<file path="src/rtl/multichannel_level_quantizer.sv">
// rtl/multichannel_level_quantizer.sv - binary-search level quantizer over a writable threshold table
// Optional per-channel peak hold is built when PEAK_HOLD_EN is defined.
module multichannel_level_quantizer #(
    parameter int DATA_WIDTH = 15,
    parameter int LEVEL_BITS = 5,
    parameter int CHANNELS   = 2,
    parameter int CH_BITS    = 1,
    parameter int HOLD_COUNT = 16
) (
    input  logic                  clk,
    input  logic                  reset,
    input  logic                  i_valid,
    output logic                  i_ready,
    input  logic [DATA_WIDTH-1:0] i_pcm,
    input  logic [CH_BITS-1:0]    i_channel,
    output logic                  o_valid,
    input  logic                  o_ready,
    output logic [LEVEL_BITS-1:0] o_position,
    output logic [CH_BITS-1:0]    o_channel,
    output logic [LEVEL_BITS-1:0] o_peak,
    input  logic                  tbl_we,
    input  logic [LEVEL_BITS-1:0] tbl_addr,
    input  logic [DATA_WIDTH-1:0] tbl_data
);

    localparam int DEPTH = 2 ** LEVEL_BITS;
    localparam int BIT_W = (LEVEL_BITS > 1) ? $clog2(LEVEL_BITS) : 1;

    if (CH_BITS < 1 || CHANNELS < 1 || CHANNELS > (1 << CH_BITS) ||
        HOLD_COUNT < 0 || DATA_WIDTH < LEVEL_BITS) begin : g_bad_params
        $error("multichannel_level_quantizer: inconsistent parameters");
    end

    typedef enum logic [1:0] {
        ST_IDLE   = 2'd0,
        ST_SEARCH = 2'd1,
        ST_OUTPUT = 2'd2
    } state_t;

    state_t                  state_q, state_d;
    logic                    i_ready_q, i_ready_d;
    logic                    o_valid_q, o_valid_d;
    logic [LEVEL_BITS-1:0]   o_position_q, o_position_d;
    logic [CH_BITS-1:0]      o_channel_q, o_channel_d;
    logic [LEVEL_BITS-1:0]   o_peak_q, o_peak_d;
    logic [DATA_WIDTH-1:0]   data_q, data_d;
    logic [CH_BITS-1:0]      ch_q, ch_d;
    logic [LEVEL_BITS-1:0]   r_q, r_d;
    logic [BIT_W-1:0]        bit_q, bit_d;
    logic [DATA_WIDTH-1:0]   tbl_q [DEPTH];
    logic [DATA_WIDTH-1:0]   tbl_d [DEPTH];

    logic [LEVEL_BITS-1:0]   trial;
    logic [LEVEL_BITS-1:0]   trial_idx;
    logic [LEVEL_BITS-1:0]   r_step;

`ifdef PEAK_HOLD_EN
    localparam int HOLD_BITS = (HOLD_COUNT > 0) ? $clog2(HOLD_COUNT + 1) : 1;

    logic [LEVEL_BITS-1:0]   peak_q [CHANNELS];
    logic [LEVEL_BITS-1:0]   peak_d [CHANNELS];
    logic [HOLD_BITS-1:0]    hold_q [CHANNELS];
    logic [HOLD_BITS-1:0]    hold_d [CHANNELS];
    logic                    ch_in_range;
`endif

    always_comb begin
        state_d      = state_q;
        i_ready_d    = i_ready_q;
        o_valid_d    = o_valid_q;
        o_position_d = o_position_q;
        o_channel_d  = o_channel_q;
        o_peak_d     = o_peak_q;
        data_d       = data_q;
        ch_d         = ch_q;
        r_d          = r_q;
        bit_d        = bit_q;
        tbl_d        = tbl_q;
`ifdef PEAK_HOLD_EN
        peak_d       = peak_q;
        hold_d       = hold_q;
        ch_in_range  = (int'(ch_q) < CHANNELS);
`endif

        // One binary-search step: keep the trial bit if entry t-1 is still below the sample.
        trial     = r_q | (LEVEL_BITS'(1) << bit_q);
        trial_idx = trial - LEVEL_BITS'(1);
        r_step    = (tbl_q[trial_idx] < data_q) ? trial : r_q;

        case (state_q)
            ST_IDLE: begin
                // The write lands before the search begins reading the table on the next cycle.
                if (tbl_we) begin
                    tbl_d[tbl_addr] = tbl_data;
                end
                if (i_valid) begin
                    data_d    = i_pcm;
                    ch_d      = i_channel;
                    r_d       = '0;
                    bit_d     = BIT_W'(LEVEL_BITS - 1);
                    i_ready_d = 1'b0;
                    state_d   = ST_SEARCH;
                end
            end
            ST_SEARCH: begin
                r_d   = r_step;
                bit_d = bit_q - BIT_W'(1);
                if (bit_q == '0) begin
                    state_d      = ST_OUTPUT;
                    o_valid_d    = 1'b1;
                    o_position_d = r_step;
                    o_channel_d  = ch_q;
`ifdef PEAK_HOLD_EN
                    if (ch_in_range) begin
                        if (r_step >= peak_q[ch_q]) begin
                            peak_d[ch_q] = r_step;
                            hold_d[ch_q] = HOLD_BITS'(HOLD_COUNT);
                        end else if (hold_q[ch_q] != '0) begin
                            hold_d[ch_q] = hold_q[ch_q] - HOLD_BITS'(1);
                        end else begin
                            // r < p here, so p-1 is already max(p-1, r).
                            peak_d[ch_q] = peak_q[ch_q] - LEVEL_BITS'(1);
                        end
                        o_peak_d = peak_d[ch_q];
                    end else begin
                        o_peak_d = r_step;
                    end
`else
                    o_peak_d = r_step;
`endif
                end
            end
            ST_OUTPUT: begin
                if (o_ready) begin
                    o_valid_d = 1'b0;
                    i_ready_d = 1'b1;
                    state_d   = ST_IDLE;
                end
            end
            default: begin
                state_d   = ST_IDLE;
                o_valid_d = 1'b0;
                i_ready_d = 1'b1;
            end
        endcase
    end

    always_ff @(posedge clk) begin
        if (reset) begin
            state_q      <= ST_IDLE;
            i_ready_q    <= 1'b1;
            o_valid_q    <= 1'b0;
            o_position_q <= '0;
            o_channel_q  <= '0;
            o_peak_q     <= '0;
            data_q       <= '0;
            ch_q         <= '0;
            r_q          <= '0;
            bit_q        <= '0;
            for (int k = 0; k < DEPTH; k++) begin
                tbl_q[k] <= DATA_WIDTH'(((k + 1) << (DATA_WIDTH - LEVEL_BITS)) - 1);
            end
`ifdef PEAK_HOLD_EN
            for (int c = 0; c < CHANNELS; c++) begin
                peak_q[c] <= '0;
                hold_q[c] <= '0;
            end
`endif
        end else begin
            state_q      <= state_d;
            i_ready_q    <= i_ready_d;
            o_valid_q    <= o_valid_d;
            o_position_q <= o_position_d;
            o_channel_q  <= o_channel_d;
            o_peak_q     <= o_peak_d;
            data_q       <= data_d;
            ch_q         <= ch_d;
            r_q          <= r_d;
            bit_q        <= bit_d;
            tbl_q        <= tbl_d;
`ifdef PEAK_HOLD_EN
            peak_q       <= peak_d;
            hold_q       <= hold_d;
`endif
        end
    end

    assign i_ready    = i_ready_q;
    assign o_valid    = o_valid_q;
    assign o_position = o_position_q;
    assign o_channel  = o_channel_q;
    assign o_peak     = o_peak_q;

endmodule

</file>
<file path="config.mk">
export PLATFORM = sky130hd
export DESIGN_NAME = multichannel_level_quantizer
export DESIGN_NICKNAME = d
export VERILOG_FILES = /design/src/rtl/multichannel_level_quantizer.sv
export SDC_FILE = /design/constraint.sdc
export NUM_CORES = 1
export LEC_CHECK = 0
export ABC_AREA = 1
export BUFFER_PORTS_ARGS = -buffer_cell sky130_fd_sc_hd__buf_2
export CAP_MARGIN = 20
export CORE_MARGIN = 2
export CORE_UTILIZATION = 50
export CTS_CLUSTER_SIZE = 8
export DETAILED_ROUTE_END_ITERATION = 10
export GPL_TIMING_DRIVEN = 0
export PLACE_DENSITY = 0.67
export SKIP_LAST_GASP = 1
export SYNTH_ARGS = -nofsm -noshare
export SYNTH_HDL_FRONTEND = slang
export SYNTH_SLANG_ARGS = --single-unit
</file>
<file path="constraint.sdc">
create_clock -name clk -period 6.24 [get_ports clk]
set_clock_uncertainty 0.05 [all_clocks]
set_input_delay 0.936 -clock clk [delete_from_list [all_inputs] [get_ports clk]]
set_output_delay 0.936 -clock clk [all_outputs]
set_load 0.02 [all_outputs]
</file>
# --- Word-level counts from Yosys, hierarchy flattened ---
# Index checks and enable logic that the tools add are counted.
totals:
  regBits: 514
op_classes:
  n_reduce_logical: 11
  addsub: 2
  bitwise_logic: 5
  n_mux: 21
  eq_ne: 5
  magnitude_cmp: 4
  n_shift: 1
op_table:
  columns: ["op", "count"]
  rows:
  - ["$bwmux W480", 1]
  - ["$bmux W15 S5", 1]
  - ["$demux W15 S5", 1]
  - ["$mux W15", 3]
  - ["$lt A15 B15 Y1", 1]
  - ["$ge A6 B6 Y1 const B", 2]
  - ["$not A5 Y6", 2]
  - ["$mux W5", 2]
  - ["$pmux W5 S2", 1]
  - ["$reduce_and A3 Y1", 3]
  - ["$reduce_and A2 Y1", 4]
  - ["$lt A6 B1 Y1 const B", 1]
  - ["$mux W2", 3]
  - ["$ne A2 B2 Y1 const B", 3]
  - ["$pmux W1 S3", 2]
  - ["$pmux W2 S3", 1]
  - ["$pmux W3 S2", 1]
  - ["$or A5 B5 Y5", 1]
  - ["$shl A1 B3 Y5 const A", 1]
  - ["$sub A5 B1 Y5 const B", 1]
  - ["$mux W1", 4]
  - ["$logic_not A3 Y1", 1]
  - ["$mux W3", 1]
  - ["$sub A3 B1 Y3 const B", 1]
  - ["other kinds (6)", 7]

# --- Logic depth before layout (Yosys ltp) ---
depth:
  depth_word: 10
  mapped_depth: 31
  depth_no_buf: 26

# --- Worst setup path before layout ---
# OpenSTA, ideal clock, no wires.
synth_path:
  path_type: "register to register"
  startpoint: "reg bit_q[0]"
  endpoint: "reg o_peak_q[2], in the netlist o_peak[2]"
  stages_incl_launch_ff: 30
  n_path_buf: 6
  t_arrival_ns: 4.448
  setup_slack_ns: 1.633
  cell_sequence: "dfxtp_1 -> inv_1 -> ha_1 -> nand2_8 -> nand2_4 -> inv_2 -> buf_2 -> buf_2 -> buf_2 -> ha_1 -> inv_1 -> clkbuf_1 -> buf_1 -> clkbuf_1 -> nand3_1 -> nand3_1 -> o211ai_1 -> nand3_1 -> nand2_1 -> ha_1 -> a21oi_1 -> o21ai_0 -> nand3_1 -> a21oi_1 -> a211oi_1 -> nand2_2 -> nand2_1 -> nand3_1 -> nand2_1 -> inv_1"
synth_via:
  elab_chain_cells: 9
  word_cells_on_any_way: 11
synth_rtl:
  columns: ["item", "line", "source"]
  rows:
  - ["from (decl)", "49", "logic [BIT_W-1:0] bit_q, bit_d;"]
  - ["from (signal assigned)", "179", "bit_q <= bit_d;"]
  - ["$shl A1 B3 Y5", "86", "trial = r_q | (LEVEL_BITS'(1) << bit_q);"]
  - ["$or A5 B5 Y5", "86", null]
  - ["$sub A5 B1 Y5", "87", "trial_idx = trial - LEVEL_BITS'(1);"]
  - ["$not A5 Y6 (implied by the code)", "88", "r_step = (tbl_q[trial_idx] < data_q) ? trial : r_q;"]
  - ["$bmux W15 S5", "88", null]
  - ["$mux W15 (implied by the code) (2 in a row)", "88", null]
  - ["$lt A15 B15 Y1", "88", null]
  - ["$mux W5", "88", null]
  - ["to (signal assigned)", "175", "o_peak_q <= o_peak_d;"]
  - ["to (decl)", "45", "logic [LEVEL_BITS-1:0] o_peak_q, o_peak_d;"]
# Several ways; a longest one is shown, not always the timed one. The select of a mux whose other input is x is not followed.
# A chain may end at the register's enable or synchronous reset.

# --- Worst setup path in the final report ---
layout_path:
  startpoint: "reg bit_q[0]"
  endpoint: "reg o_peak_q[3], in the netlist o_peak[3]"
# The elaborated chain is that of the path after synthesis.

==> results.sh <==
export IMPL_outcome="completed"
export IMPL_clk_pin_slew_ns=0.05
export IMPL_crit_type="flop to flop"
export IMPL_via_count=24200
export IMPL_grt_first_pass_wirelength_um=152000
export IMPL_cp_slowest_cell="clkbuf_2"
export IMPL_holdCritPathClass="flop to flop"
export IMPL_syn_area_per_cell_um2=7.65
export IMPL_worst_ep_required_time_ns=6.71
export IMPL_fin_crit_ns=6.21
export IMPL_die_h_um=216
export IMPL_worstSetupEndpointType="flop"
export IMPL_reg2reg_slack_ns=0.03
export IMPL_min_from="data_q[2]"
export IMPL_die_area_um2=46800
export IMPL_cts_buffers=74
export IMPL_dp_hpwl_um=76700
export IMPL_synth_yosys_seq_area_share_pct=45.7
export IMPL_core_area_um2=44300
export IMPL_synthCells=2945
export IMPL_critPathLaunch="bit_q[0]"
export IMPL_r2r_cells=28
export IMPL_regToRegStartpoint="bit_q[0]"
export IMPL_crit_path_start_kind="flop"
export IMPL_hold_depth=2
export IMPL_r2r_end="o_peak[3]"
export IMPL_cp_arrival_ns=6.67
export IMPL_grt_ovfl_total=0
export IMPL_rows=77
export IMPL_crit_path_max_incr_delay_ns=0.45
export IMPL_path_delay_family="buffers and inverters"
export IMPL_syn_nets=3006
export IMPL_worstSetupEndpoint="o_peak[3]"
export IMPL_tritoncts="done"
export IMPL_setup_viol=0
export IMPL_finalWirelength_um=107000
export IMPL_cts_hold_buffers=0
export IMPL_root_buffer="clkbuf_16"
export IMPL_fin_cells=3675
export IMPL_powerDensity_nw_per_um2=428
export IMPL_initial_core_util_pct=50.8
export IMPL_nets=3138
export IMPL_grt_max_degree=12
export IMPL_power_leakage_nw=12.3
export IMPL_synthToLayoutAreaGrowth_pct=13.7
export IMPL_gp_congestion=1.09
export IMPL_critPathBufInv=9
export IMPL_cp_max_fo=10
export IMPL_dr_first_iter_drc_count=4039
export IMPL_grt_pass1_vias=22100
export IMPL_maxCapViolCount=0
export IMPL_fin_crit_sh_pct=99.4
export IMPL_wl_per_cell_um=29.2
export IMPL_cts_buffer_depth=3
export IMPL_maxSlewHeadroom_pct=18.2
export IMPL_cp_depth=28
export IMPL_hold_viol=0
export IMPL_mostFrequentLayoutCell="nand2_1"
export IMPL_drc=0
export IMPL_clk_latency_ns=0.63
export IMPL_track_usage_pct=45.0
export IMPL_fmax_mhz=161
export IMPL_antenna_found_initial=1
export IMPL_postLayoutCoreUtil_pct=57.8
export IMPL_hold_slack_ns=0.422
export IMPL_ys_types=37
export IMPL_layout_drive_gt1_share_pct=7.40
export IMPL_drt_first_pass_iters=9
export IMPL_syn_area_um2=22500
export IMPL_vdd_drop_max_mv=0.278
export IMPL_cts_sinks=514
export IMPL_worst_pin_slew_ns=1.23
export IMPL_dp_cells=3590
export IMPL_htreeDepth=3
export IMPL_yosysWarnings=0
export IMPL_crit_top_cell="nand3_1"
export IMPL_diodes=0
export IMPL_ioPinCount=54
export IMPL_viasPerCell=6.59
export IMPL_mostFrequentLayoutCells="862 x nand2_1, 514 x dfxtp_1, 442 x o211ai_1"
export IMPL_slew_violations=0
export IMPL_portBuffers=52
export IMPL_die_w_um=216
export IMPL_ys_seq_elements=514
export IMPL_drtAntennaViolNets=0
-- what timing repair did --
| item | 4_1_cts | 5_1_grt |
|---|---|---|
| pin swaps | 0 | 0 |
| buffers inserted | 0 | 2 |
| endpoints found under the setup margin | 10 | 10 |
| resized for setup | 24 | 36 |
| cloned | 0 | 0 |
-- stage by stage --
stage / worst slack (ns) / TNS (ns) / cell area (µm²) / total power [mW]
after floorplan: 1.63 / 0 / 22500 / 5.36
after global routing: -0.0287 / -0.0728 / 25600 / 11.1
after CTS: 0.0192 / 0 / 25600 / 10.7
final: 0.0348 / 0 / 25600 / 11.0
after global placement: -1.23 / -11.18 / 23500 / 7.06
after detailed placement: -1.28 / -11.92 / 23500 / 7.09
-- synth_stat cells --
library cell	n	area (µm²)
or2_2	1	6.26
nor2_1	57	214
ha_1	20	250
dfxtp_1	514	10300
inv_4	1	6.26
a311oi_1	1	8.76
nand2_4	2	22.5
a32o_1	55	551
clkbuf_1	228	856
nor3_1	10	50.1
o211ai_1	442	3320
buf_6	1	11.3
a211oi_1	3	22.5
a21oi_1	173	866
nor3_2	2	20.0
a221oi_1	1	8.76
inv_1	109	409
clkinv_1	2	7.51
nand2_2	8	50.1
buf_1	22	82.6
o21ai_0	115	576
xnor2_2	1	16.3
buf_2	22	110
nand2_1	862	3240
a21o_1	1	7.51
a21oi_4	1	16.3
nor2_4	1	11.3
a21oi_2	3	26.3
inv_2	9	33.8
nand3_1	252	1260
nand4_1	12	75.1
nand2_8	1	20.0
nor2_2	1	6.26
buf_4	7	52.6
a31oi_1	3	18.8
o21ai_1	1	5.00
nand3_2	1	10.0
-- flip-flops by register name, summed over array words and instances, names as in the netlist --
signal,count
r_q,5
o_peak,5
o_valid,1
bit_q,3
o_channel,1
data_q,15
ch_q,1
state_q,2
i_ready,1
tbl_q,480
-- layout make-up --
class                   instances  area (µm²)
plain buffers                 279        1160
clock buffers                  76        1880
clock inverters                 6        77.6
fillers                      4206       18700
inverters                     121         460
multi-input cells            2030       10700
flip-flops and latches        514       10300
well taps                     592         741
repair buffers                 57         317
-- metal layers --
metal	routed length (µm)	track usage, %	vias to the layer above
met5	13	0	-
met4	7240	26.9	2
met3	14600	14.3	365
met2	44400	65.6	1782
met1	41200	58.3	11600
li1	-	-	10500
-- worst min-delay path by stage --
stage / endpoint / slack [ns]
after floorplan: tbl_q[120] / 0.38
after global placement: i_ready / 0.39
after detailed placement: tbl_q[32] / 0.41
after CTS: data_q[2] / 0.42
after global routing: tbl_q[69] / 0.44
final: data_q[2] / 0.42
-- worst min-delay path, delay by kind of cell (launching register included) --
family	cells	cell delay [ns]
flops	1	0.29
buf+inv	1	0.07
compound gates	1	0.06
-- cells by family after synthesis --
family	count (synthesis)	share of synthesized area [%]
AOI/OAI and AO/OA	799	24.1
buffers and inverters	401	6.96
adders and majority gates	20	1.11
DFF	514	45.7
xor gates and xnor gates	1	0.0722
and+or+nand+nor	1210	22.1
-- where the power goes --
| part | leakage, nW | internal [mW] | total (mW) | switching (mW) |
|---|---|---|---|---|
| registers | 4.17 | 3.35 | 3.38 | 0.0332 |
| clock network | 0.958 | 2.12 | 3.59 | 1.47 |
| logic | 7.16 | 0.949 | 3.99 | 3.04 |
(Power assumes the default switching activity.)
